[src/rtl/sib_key_comparator.sv]
// -----------------------------------------------------------------------------
// sib_key_comparator
//   Serial key check sitting directly upstream of a secure SIB in the scan path.
//   A tester-supplied key is shifted in LSB-first and compared against a
//   hard-wired key. The registered match, masked by the lockout flag, drives the
//   SIB's CompOut. Failed update attempts are counted, and the comparator locks
//   out permanently (until reset) after MAX_FAIL consecutive failures.
//
//   Optional feature macro: KEYCMP_LOCKOUT_EN
//     defined   : failure counter and sticky lockout are built.
//     undefined : no counter/lock flops; o_fail_count=0, o_locked=0,
//                 o_comp_out follows the registered match (unlimited attempts).
//
// Ports
//   i_clk        scan clock, all state on rising edge
//   i_rst        asynchronous active-high reset
//   i_si         serial scan data in
//   i_select     segment select (shared with the SIB)
//   i_shift_en   shift-DR enable
//   i_capture_en capture-DR enable
//   i_update_en  update-DR enable
//   o_so         serial out, key_sr[0], feeds the SIB's SI
//   o_comp_out   key-match flag to the SIB
//   o_locked     sticky lockout flag
//   o_fail_count consecutive failed update count (saturating)
// -----------------------------------------------------------------------------
module sib_key_comparator #(
   parameter int unsigned          KEY_W     = 16,
   parameter logic [KEY_W-1:0]     KEY_VALUE = 16'hC3A5,
   parameter int unsigned          MAX_FAIL  = 3,
   parameter int unsigned          FAIL_W    = 2
) (
   input  logic              i_clk,
   input  logic              i_rst,
   input  logic              i_si,
   input  logic              i_select,
   input  logic              i_shift_en,
   input  logic              i_capture_en,
   input  logic              i_update_en,
   output logic              o_so,
   output logic              o_comp_out,
   output logic              o_locked,
   output logic [FAIL_W-1:0] o_fail_count
);

   logic             w_sh;
   logic             w_cap;
   logic             w_upd;
   logic             w_comp_out;
   logic [KEY_W-1:0] r_key_sr;
   logic             r_match;

   assign w_sh  = i_select & i_shift_en;
   assign w_cap = i_select & i_capture_en;
   assign w_upd = i_select & i_update_en;

   // Update and capture both clear the key so a previously accepted key cannot
   // be replayed on a later update.
   always_ff @(posedge i_clk or posedge i_rst) begin
      if (i_rst) begin
         r_key_sr <= '0;
         r_match  <= 1'b0;
      end else begin
         if (w_upd || w_cap) begin
            r_key_sr <= '0;
         end else if (w_sh) begin
            r_key_sr <= {i_si, r_key_sr[KEY_W-1:1]};
         end
         // Registered compare: stable through the non-shift cycle before update.
         r_match <= (r_key_sr == KEY_VALUE);
      end
   end

`ifdef KEYCMP_LOCKOUT_EN
   localparam logic [FAIL_W:0] LP_MAX_FAIL = (FAIL_W + 1)'(MAX_FAIL);
   localparam logic [FAIL_W:0] LP_ONE      = (FAIL_W + 1)'(1);

   logic [FAIL_W-1:0] r_fail_count;
   logic              r_locked;
   logic [FAIL_W:0]   w_fail_inc;
   logic              w_fail_hit;

   // One extra bit so the increment can never wrap before saturation.
   assign w_fail_inc = {1'b0, r_fail_count} + LP_ONE;
   assign w_fail_hit = (w_fail_inc >= LP_MAX_FAIL);
   assign w_comp_out = r_match & ~r_locked;

   always_ff @(posedge i_clk or posedge i_rst) begin
      if (i_rst) begin
         r_fail_count <= '0;
         r_locked     <= 1'b0;
      end else if (w_upd) begin
         if (w_comp_out) begin
            r_fail_count <= '0;
         end else if (w_fail_hit) begin
            r_fail_count <= LP_MAX_FAIL[FAIL_W-1:0];
            r_locked     <= 1'b1;
         end else begin
            r_fail_count <= w_fail_inc[FAIL_W-1:0];
         end
      end
   end

   assign o_fail_count = r_fail_count;
   assign o_locked     = r_locked;
`else
   assign w_comp_out   = r_match;
   assign o_fail_count = '0;
   assign o_locked     = 1'b0;
`endif

   assign o_so       = r_key_sr[0];
   assign o_comp_out = w_comp_out;

endmodule
[config.mk]
export PLATFORM = sky130hd
export DESIGN_NAME = sib_key_comparator
export DESIGN_NICKNAME = d
export VERILOG_FILES = /design/src/rtl/sib_key_comparator.sv
export SDC_FILE = /design/constraint.sdc
export NUM_CORES = 1
export LEC_CHECK = 0
export CAP_MARGIN = 20
export CORE_MARGIN = 1
export CORE_UTILIZATION = 55
export DETAILED_ROUTE_END_ITERATION = 7
export GPL_TIMING_DRIVEN = 0
export PLACE_DENSITY = 0.91
export RECOVER_POWER = 50
export SYNTH_ARGS = -nofsm -noshare
export SYNTH_HDL_FRONTEND = slang
export SYNTH_SLANG_ARGS = --single-unit
[constraint.sdc]
create_clock -name i_clk -period 3.8 [get_ports i_clk]
set_input_delay 0.38 -clock i_clk [delete_from_list [all_inputs] [get_ports i_clk]]
set_output_delay 0.38 -clock i_clk [all_outputs]
set_load 0.03 [all_outputs]
==> out/results.ini, run 1 <==
[run_status]
outcome = completed

[detailed_routing]
drtPass1Iterations = 4
drt_iter0_markers = 9
drt_drc_violations_left = 0
drt-wirelength-per-cell_um = 15.8
detail_route.wirelength_mm = 1.44
vias = 541
avgViaCountPerCell = 5.95
final_antenna_net_count = 0

[floorplanning]
dieHeight_um = 40.6
die_area_mm2 = 0.00165
floorplan.initialDensity_pct = 60.6
design.portCount = 12
core_mm2 = 0.00135
num_rows = 13
die_w_um = 40.6

[sta]
setup-violations-final = 0
min_period_over_period_pct = 45.4
fin_setup_tns_ns = 0
skew_final_ns = 0.00570
grt_setup_unrepaired = false
slew_hr_pct = 55.5
fmaxAchievable_ghz = 0.580
final_min_period_ns = 1.72
hold_viol = 0
tightestPinTransition_ns = 0.664
postLayoutSetupSlackWorst_ns = 2.08
final-max-slew-violation-count = 0

[logic_synthesis]
syn-cell-area_um2 = 818
yosysSeqAreaShare_pct = 52.0
synth.lib_cells_used.distinct = 19
synth.avg_cell_area_um2 = 13.2
synth-seq-cells = 17
synth_cells = 62
yosys_warnings = 0

[worst_setup_path]
crit_arrival_ns = 1.34
start_kind = flip-flop
path_class = flip-flop to output port
cpLargestDelayFamily = buffers and inverters
timing.critical_path.cells = clkdlybuf4s50_1
cpMaxStageDelayCell = sky130_fd_sc_hd__clkdlybuf4s50_1
worst_ep_required_time_ns = 3.42
cp_max_fo = 3
crit_path_max_incr_delay_ns = 0.68
cp-end-kind = output port
critPathBufInv = 1

[layout]
antenna_cell_count = 0
fin_nets = 84
final_cell_area_um2 = 951
area_growth_pct = 16.2
share_of_final_layout_standard_cells_stronger_than_drive_strength_1_pct = 21.1
finalCoreUtilization_pct = 70.4

[power]
worst_ir_drop_vdd_mv = 0.178
internal-power_uw = 234
cellLeakagePower_nw = 0.472
switching_share_pct = 22.8
p_per_cell_area_mw_per_mm2 = 319
pwr-share-clk_pct = 30.7
share_comb_of_total_power_pct = 9.2
switch_pwr_uw = 69.3
power_uw = 304
sequentialPowerShare_pct = 60.1

[clock_network]
insertion_delay_ns = 0.29
clockRootBuffer = sky130_fd_sc_hd__clkbuf_4
numCtsBuffers = 3
htreeDepth = 1
cts_hold_repair.buffers = 0
worst_setup_hold_path_clk_slew_ns = 0.08
tritoncts_clock_tree = built
cts.repair.resized = 0
clock_path_buffers = 2
tritoncts_num_sinks = 17
postCtsSetupRepairBufs = 0

[hold_path]
holdCritPathClass = flip-flop to flip-flop

[place]
placedInstanceArea_um2 = 925
globalplace.congestion = 0.723
port_buffers = 8
post_place_setup_slack_ns = 1.84

[flow_run]
drv_cap = 0

[global_route]
globalRouteOverflowTotal = 0
maximum_number_of_pins_on_one_net_before_global_route_repair = 18
grt_use_total_pct = 20.4
first_global_vias = 502
antenna_found_initial = 0
grt_first_pass_wirelength_mm = 2.15

[placed cells by master (no fill, tap or decap)]
cell / synthesis / layout
sky130_fd_sc_hd__o31ai_2: 1 / 1
sky130_fd_sc_hd__or4bb_1: 1 / 1
sky130_fd_sc_hd__a221o_1: 7 / 7
sky130_fd_sc_hd__dfrtp_1: 17 / 17
sky130_fd_sc_hd__nor2_1: 1 / 1
sky130_fd_sc_hd__clkbuf_1: 0 / 1
sky130_fd_sc_hd__or4b_1: 1 / 1
sky130_fd_sc_hd__inv_1: 1 / 1
sky130_fd_sc_hd__nand4b_1: 1 / 1
sky130_fd_sc_hd__buf_6: 1 / 1
sky130_fd_sc_hd__nor4_1: 1 / 1
sky130_fd_sc_hd__dlygate4sd3_1: 0 / 1
sky130_fd_sc_hd__clkdlybuf4s50_1: 0 / 7
sky130_fd_sc_hd__a22o_1: 9 / 9
sky130_fd_sc_hd__buf_4: 3 / 3
sky130_fd_sc_hd__buf_8: 1 / 1
sky130_fd_sc_hd__nor2b_1: 2 / 2
sky130_fd_sc_hd__conb_1: 1 / 3
sky130_fd_sc_hd__nand4bb_1: 1 / 1
sky130_fd_sc_hd__clkbuf_4: 0 / 3
sky130_fd_sc_hd__and4bb_1: 1 / 1
sky130_fd_sc_hd__and2b_1: 5 / 5
sky130_fd_sc_hd__and2b_2: 7 / 7
[cell type report]
| type | instances | area, um2 |
|---|---|---|
| Clock buffer | 4 | 26.3 |
| Sequential cell | 17 | 425 |
| Inverter | 1 | 3.75 |
| Timing Repair Buffer | 8 | 80.1 |
| Tap cell | 15 | 18.8 |
| Multi-Input combinational cell | 41 | 348 |
| Buffer | 5 | 48.8 |
| Fill cell | 103 | 399 |
[power by group through the flow]
stage / sequential [mW] / combinational, mW / clock (mW)
6_report: 0.182 / 0.0281 / 0.0932
5_1_grt: 0.182 / 0.0308 / 0.102
4_1_cts: 0.182 / 0.0285 / 0.0932
3_5_place_dp: 0.186 / 0.0285 / 0
3_3_place_gp: 0.186 / 0.0276 / 0
2_1_floorplan: 0.186 / 0.0171 / 0
[final timing paths]
path,start,endpoint,slack (ns),cells past startpoint
worst max register to register,r_key_sr[12],o_comp_out,2.49,2
max in group asynchronous,i_rst,r_key_sr[1],2.81,2
min in group asynchronous,i_rst,r_key_sr[15],0.59,2
worst min-delay path,r_key_sr[3],r_key_sr[3],0.53,1
worst min register to register,r_key_sr[3],r_key_sr[3],0.53,1
worst max-delay path,r_key_sr[0],o_so,2.08,1
[Yosys cell counts (all sizes together)]
master | count | share of area (%)
and4bb | 1 | 1.5
nand4bb | 1 | 1.4
and2b | 12 | 12
buf | 5 | 6.0
a22o | 9 | 9.6
or4b | 1 | 1.2
nand4b | 1 | 1.1
nor4 | 1 | 0.77
nor2b | 2 | 1.5
o31ai | 1 | 1.5
or4bb | 1 | 1.4
inv | 1 | 0.46
conb | 1 | 0.46
nor2 | 1 | 0.46
dfrtp | 17 | 52
a221o | 7 | 8.6
[kinds of logic after synthesis]
family                 after synthesis  share of synthesized area (%)
AND/OR/NAND/NOR                     21                           21.4
other                                1                          0.458
buffers and inverters                6                           6.42
flip-flops                          17                           52.0
AO/OA/AOI/OAI                       17                           19.7
[registers in the layout, summed over array words and instances, names as in the netlist]
name        count
r_key_sr       16
o_comp_out      1
[routing by layer]
layer | track usage (%) | part of all wire, % | vias to the layer above
met2 | 31.7 | 48 | 12
met5 | 0 | 0 | -
met4 | 5.00 | 1.0 | 0
li1 | - | - | 260
met1 | 28.2 | 48 | 267
met3 | 5.00 | 3.2 | 2
[stage by stage]
step           instances  hold slack (ns)
2_1_floorplan         64            0.306
3_3_place_gp          87            0.502
3_5_place_dp          87            0.505
4_1_cts               91            0.478
5_1_grt               91            0.544
6_report              91            0.529
(Power assumes the default switching activity.)
==> inputs of run 2 (changes only) <==
- CORE_UTILIZATION: 55 -> 46
- PLACE_DENSITY: 0.91 -> 0.82
- clock period: 3.8 -> 1.45 ns (I/O delays scaled with it)
==> out/results.ini, run 2 (synthesized netlist as in run 1, its figures left out) <==
[sta]
fin_setup_tns_ns = 0
final-max-slew-violation-count = 0
skew_final_ns = 0.00752
grt_setup_unrepaired = false
fmaxAchievable_ghz = 0.728
whs_ns = 0.351
tightestPinTransition_ns = 0.702
slew_hr_pct = 52.9
setup-violations-final = 0
postLayoutSetupSlackWorst_ns = 0.0767
hold_viol = 0
min_period_over_period_pct = 94.7
final_min_period_ns = 1.37

[clock_network]
clockRootBuffer = sky130_fd_sc_hd__clkbuf_4
insertion_delay_ns = 0.29
tritoncts_num_sinks = 17
numCtsBuffers = 3
cts_hold_repair.buffers = 0
worst_setup_hold_path_clk_slew_ns = 0.10
clock_path_buffers = 2
htreeDepth = 1
tritoncts_clock_tree = built

[place]
post_place_setup_slack_ns = -0.243
hpwl_um = 995
place.detailed.instances = 88
globalplace.congestion = 0.733
placedInstanceArea_um2 = 926
port_buffers = 8

[floorplanning]
floorplan.initialDensity_pct = 51.9
core_mm2 = 0.00158
dieHeight_um = 44.2
die_area_mm2 = 0.00195
die_w_um = 44.2
num_rows = 14
design.portCount = 12

[layout]
most_common_library_cell_in_the_layout_ignoring_fill_and_taps = sky130_fd_sc_hd__dfrtp_1
share_of_final_layout_standard_cells_stronger_than_drive_strength_1_pct = 22.4
largest_reg_flops = 16
post_layout_nonfiller_instances = 92
largest_register = r_key_sr
antenna_cell_count = 0
commonest_cells_after_routing_fill_and_taps_aside = 17 x sky130_fd_sc_hd__dfrtp_1, 9 x sky130_fd_sc_hd__a22o_1, 7 x sky130_fd_sc_hd__and2b_2, 7 x sky130_fd_sc_hd__a221o_1
n_fill_cell = 139
area_growth_pct = 16.7
multi_input_area_um2 = 348
finalCoreUtilization_pct = 60.6
final_cell_area_um2 = 955
fin_nets = 84
seq_area_um2 = 425

[global_route]
antenna_found_initial = 0
first_global_vias = 514
grt_first_pass_wirelength_mm = 2.44
maximum_number_of_pins_on_one_net_before_global_route_repair = 18
grt_use_total_pct = 17.6
globalRouteOverflowTotal = 0

[detailed_routing]
drtPass1Iterations = 6
vias = 531
drt_drc_violations_left = 1
detail_route.wirelength_mm = 1.39
final_antenna_net_count = 0
avgViaCountPerCell = 5.77
drt_iter0_markers = 10
drt-wirelength-per-cell_um = 15.1

[power]
sequentialPowerShare_pct = 59.4
pwr-share-clk_pct = 31.5
share_comb_of_total_power_pct = 9.1
cellLeakagePower_nw = 0.499
power_uw = 804
internal-power_uw = 610
p_per_cell_area_mw_per_mm2 = 842
switching_share_pct = 24.1
worst_ir_drop_vdd_mv = 0.360
switch_pwr_uw = 194

[worst_setup_path]
reg2regPathDepth = 2
r2r_setup_slack_ns = 0.13
cpMaxStageDelayCell = sky130_fd_sc_hd__clkdlybuf4s50_1
crit_path_max_incr_delay_ns = 0.53
worst_ep_required_time_ns = 1.63
cpLargestDelayFamily = buffers and inverters
cp_max_fo = 10
timing.critical_path.cells = clkdlybuf4s50_1 -> and4bb_1 -> buf_6 -> buf_8 -> a221o_1
path_class = input pin to flip-flop
timing.rr.end = o_comp_out
critPathBufInv = 3
cp-end-kind = flip-flop
start_kind = input pin
crit_arrival_ns = 1.55
reg2reg_from = r_key_sr[12]

[run_status]
failing_checks = design-rule violations
outcome = complete, but fails checks

[flow_run]
drv_cap = 0

[hold_path]
holdCritPathClass = input pin to asynchronous set/reset pin

## run 2: cell count changes in the layout (fill, tap and decap cells not counted), sizes merged
cell and delta:
clkbuf -1, clkdlybuf4s50 -2, clkinv +1, dlygate4sd2 +1
dlymetal6s2s +1
## run 2: area by class of cell
| class | instances | share of cell area [%] |
|---|---|---|
| sequential | 17 | 44.6 |
| multi-input combinational | 41 | 36.4 |
| timing repair buffer | 8 | 8.52 |
| buffer | 5 | 5.11 |
| clock buffer | 3 | 2.36 |
| tap | 16 | 2.10 |
| clock inverter | 1 | 0.524 |
| inverter | 1 | 0.393 |
## run 2: power by group through the flow
stage | clock network, mW | registers (mW) | logic, mW
after floorplan | 0 | 0.486 | 0.0447
after global placement | 0 | 0.487 | 0.0730
after detailed placement | 0 | 0.487 | 0.0742
after CTS | 0.264 | 0.478 | 0.0743
after global routing | 0.284 | 0.478 | 0.0807
final | 0.253 | 0.478 | 0.0731
## run 2: worst max path at each step
stage,start,endpoint,slack (ns),cells after the start
final,i_select,r_key_sr[8],0.08,5
after global routing,i_select,r_key_sr[8],0.007,5
after CTS,o_comp_out,o_comp_out,0.004,1
after detailed placement,i_shift_en,r_key_sr[8],-0.24,5
after global placement,i_select,r_key_sr[8],-0.23,5
after floorplan,r_key_sr[12],o_comp_out,0.25,2
## run 2: what timing repair did
item / CTS / global route
gates resized for setup: 1 / 1
buffers inserted: 0 / 0
endpoints found under the setup margin: 1 / 1
## run 2: worst register-to-register path: stages, from the launching register on
cell and delay (ns):
sky130_fd_sc_hd__dfrtp_1 0.42, sky130_fd_sc_hd__or4b_1 0.55, sky130_fd_sc_hd__nor4_1 0.26
## run 2: per-layer routing
metal / routed length [um] / global-route usage (%) / part of all wire (%) / vias up
met5: 0 / 0 / 0 / -
met4: 0 / 9.09 / 0 / 0
met3: 42 / 3.67 / 3.0 / 0
met2: 710 / 27.4 / 51 / 10
met1: 638 / 23.2 / 46 / 261
li1: - / - / - / 260
==> edit 1, RTL diff (config.mk and constraints of run 2) <==
Set the parameter `FAIL_W` to 4 (it was 2).
--- a/src/rtl/sib_key_comparator.sv
+++ b/src/rtl/sib_key_comparator.sv
@@ -29,5 +29,5 @@
    parameter logic [KEY_W-1:0]     KEY_VALUE = 16'hC3A5,
    parameter int unsigned          MAX_FAIL  = 3,
-   parameter int unsigned          FAIL_W    = 2
+   parameter int unsigned          FAIL_W    = 4
 ) (
    input  logic              i_clk,
Interface: changed (resized o_fail_count); port bits go from 12 to 14. No check against the original RTL was run, so the function may have changed too.
==> edit 1 against run 2 <==
Sequential cell count stayed put; area after synthesis is 1.8% higher; total power grew 0.66%; final area grew 4.1%; wire length is 0.29% lower; critical path depth unchanged; setup slack gained 0.015 ns; count of clock-buffer cells in the layout is the same; first-iteration DRC count grew 30%; synthesized cell count up 3.2%; critical endpoint unchanged; highest routed layer unchanged.
==> edit 1: results <==
placement:
  dp_slack_ns: -0.260
  dp_hpwl_um: 995
  dp.cells: 101
  place_congestion: 0.749
  place_area_um2: 960
grt:
  grt_pass1_vias: 519
  grt_use_total: 0.160
  grt_pass1_wl_um: 2370
final_layout:
  seq_share: 0.428
  nMultiInputCombCells: 43
  n_all_buffers: 15
  bufAreaShareNonClock: 0.142
  final_layout_size_suffix_gt1_frac: 0.238
  fillerInstances: 148
  clk_share: 0.0277
  finalNetCount: 88
  multi_input_area_um2: 364
  fin_cells: 105
  multi_input_area_share: 0.366
  num-nonclk-inverters: 1
timing:
  finClkSkew_ns: 0.00484
  worst_pin_slew_ns: 0.617
  holdWs_ns: 0.374
synth:
  seq_area_frac_synth: 0.511
  postSynthCellCount: 64
  synthTopCellsByCount: "17 x dfrtp_1, 9 x a22o_1, 7 x a221o_1, 7 x and2b_2"
  syn_avg_cell_area_um2: 13.0
  synth-async-reset-ratio: 1.00
  synth_seq_cells: 17
  synth_area_leaders: "dfrtp_1 51%, a22o_1 9.5%, a221o_1 8.4%"
power:
  vdd_drop_max_v: 0.000480
  swShare: 0.241
  p_leak_nw: 0.515
detailed_routing:
  vias: 545
  drt-total-wl_um: 1390
  drt_first_pass_iters: 2
  drtIter0Drc: 13
outcome:
  status: "completed"
cts:
  clk_pin_slew_ns: 0.10
edit 1: cell count changes after synthesis, sizes merged:
cell | before | now
buf | 5 | 7
edit 1: power groups by stage:
stage,Clock [W],Sequential (W),Combinational (W)
2_1_floorplan,0,0.000486,0.0000556
3_3_place_gp,0,0.000487,0.0000840
3_5_place_dp,0,0.000487,0.0000857
4_1_cts,0.000257,0.000478,0.0000857
5_1_grt,0.000279,0.000478,0.0000956
6_report,0.000244,0.000478,0.0000868
edit 1: logic make-up after synthesis:
kind of cell | count (synthesis) | synth area share
buffers and inverters | 8 | 0.0811
AOI/OAI and AO/OA | 17 | 0.194
DFF | 17 | 0.511
and+or+nand+nor | 21 | 0.210
other | 1 | 0.00450
edit 1: worst max-delay path by stage:
stage,endpoint,start,slack [ns]
final,r_key_sr[8],i_capture_en,0.09
after global routing,r_key_sr[8],i_capture_en,0.07
after global placement,r_key_sr[8],i_select,-0.23
after CTS,o_comp_out,o_comp_out,0.02
after floorplan,o_comp_out,r_key_sr[12],0.25
after detailed placement,r_key_sr[8],i_select,-0.26
edit 1: layer usage:
| metal | share of wire | GRT usage | vias up |
|---|---|---|---|
| met3 | 0.034 | 0.0245 | 0 |
| met5 | 0 | 0 | - |
| li1 | - | - | 267 |
| met2 | 0.45 | 0.250 | 10 |
| met1 | 0.51 | 0.234 | 268 |
| met4 | 0 | 0.0364 | 0 |
edit 1: what timing repair did:
action / in CTS / in global routing
pin swaps: 0 / 0
resized for setup: 1 / 4
setup endpoints to repair: 1 / 10
edit 1: worst max-delay path, stage by stage:
cell and delay, ns:
clkdlybuf4s50_1 0.55, and4bb_1 0.24, buf_6 0.13, buf_8 0.13, a221o_1 0.33
==> edit 2, RTL diff (settings of run 2) <==
Made on the original files. Register the outputs `o_so` and `o_comp_out`, with the module's reset; this adds one clock of latency there. The other outputs are not delayed to match. Comments in the files are not updated.
--- a/src/rtl/sib_key_comparator.sv
+++ b/src/rtl/sib_key_comparator.sv
@@ -110,6 +110,13 @@
 `endif
 
-   assign o_so       = r_key_sr[0];
-   assign o_comp_out = w_comp_out;
+   always_ff @(posedge i_clk or posedge i_rst) begin
+      if (i_rst) begin
+         o_so       <= '0;
+         o_comp_out <= '0;
+      end else begin
+         o_so       <= r_key_sr[0];
+         o_comp_out <= w_comp_out;
+      end
+   end
 
 endmodule
Behaviour: same outputs for any inputs over 10 cycles, from zero or initial values and one cycle with i_rst high; that may be too few to reach the edited logic, so the function may still have changed.
==> edit 2 against run 2 <==
Global-route usage decreased by 1.1 points; sequential share of layout area increased by 2.1 points; area after synthesis grew 6.1%; core utilization is 2.2 points lower; setup slack worse by 0.042 ns; total power is 6.6% higher; count of clock-buffer cells in the layout rose by 1; worst hold slack improved by 0.020 ns; sequential cell count is 2 higher; sequential power increased by 12%; wire length grew 3.1%; clock power shrank 2%; final area rose by 6.7%; critical endpoint is now o_so.
==> edit 2: results <==
worst_setup_path:
  crit_fanout: 1
  crit_arrival_ns: 1.27
  endpoint: "o_so"
  r2r_end: "r_match"
  max_stage_delay_ns: 0.66
  critPathLaunch: "o_so"
placement:
  dp_hpwl_um: 1040
  dp.cells: 99
  place_congestion: 0.727
  dp_slack_ns: -0.280
detailed_routing:
  drtIter0Drc: 8
  drt_first_pass_iters: 3
  vias: 557
  wl_per_cell_um: 13.9
synth:
  postSynthCellCount: 64
  synth_area_leaders: "dfrtp_1 55%, a22o_1 9.1%, a221o_1 8.1%"
  seq_area_frac_synth: 0.548
  synth-async-reset-ratio: 1.00
timing:
  worst_pin_slew_ns: 0.677
  max_freq_ghz: 0.707
  finClkSkew_ns: 0.00228
grt:
  grt_pass1_wl_um: 2420
  grt_max_degree: 20
  grt_pass1_vias: 551
final_layout:
  final_layout_size_suffix_gt1_frac: 0.205
  finalNetCount: 86
cts:
  cts_root_buf: "clkbuf_4"
power:
  vdd_drop_max_v: 0.000506
  p_leak_nw: 0.528
worst_hold_path:
  min_path_type: "flop to flop"
outcome:
  status: "completed"
edit 2: cell count changes in the layout (fill, tap and decap cells not counted), sizes merged:
cell          before  now
dfrtp             17   19
dlymetal6s2s       1    2
dlygate4sd2        1    0
clkbuf             3    4
clkinv             1    0
edit 2: cells by family (layout without fill, tap and decap cells):
logic type      count (synthesis)  after routing  synth area share
buf+inv                         6             18            0.0605
simple gates                   21             21             0.202
other cells                     1              3           0.00432
flops                          19             19             0.548
compound gates                 17             17             0.186
edit 2: cell type report:
cell class	count	area, um^2
Timing Repair Buffer	8	85.1
Buffer	5	48.8
Fill cell	146	727
Inverter	1	3.75
Sequential cell	19	475
Multi-Input combinational cell	41	348
Clock buffer	4	26.3
Tap cell	25	31.3
edit 2: timing repair:
action / CTS / global route
hold buffers: 0 / 0
setup endpoints to repair: 0 / 2
buffers inserted: 0 / 0
resized for setup: 0 / 2
edit 2: how the worst min path moves through the flow:
stage	start	endpoint	slack [ns]	cells after the start
after floorplan	i_rst	o_comp_out	0.1	1
after global placement	r_match	o_comp_out	0.33	0
after detailed placement	r_match	o_comp_out	0.36	0
after CTS	i_rst	r_key_sr[12]	0.28	2
after global routing	r_match	o_comp_out	0.40	0
final	r_match	o_comp_out	0.37	0
edit 2: stage by stage:
step | TNS [ns] | hold WS [ns] | area (um^2)
2_1_floorplan | 0 | 0.0961 | 876
5_1_grt | 0 | 0.404 | 1020
4_1_cts | 0 | 0.281 | 1010
6_report | 0 | 0.371 | 1020
3_3_place_gp | -2.16 | 0.332 | 987
3_5_place_dp | -2.63 | 0.360 | 987
edit 2: where the power goes:
part | switching [W] | internal (W) | total [W]
Clock | 0.000143 | 0.000107 | 0.000249
Sequential | 0.00000209 | 0.000531 | 0.000534
Combinational | 0.0000424 | 0.0000312 | 0.0000736
Total | 0.000187 | 0.000669 | 0.000856
edit 2: metal layers:
layer  wire length, um  up-vias  global-route usage
li1                  -      265                   -
met1               657      282               0.220
met2               736        8               0.283
met3                30        2              0.0119
met4                10        0              0.0545
met5                 0        -                   0
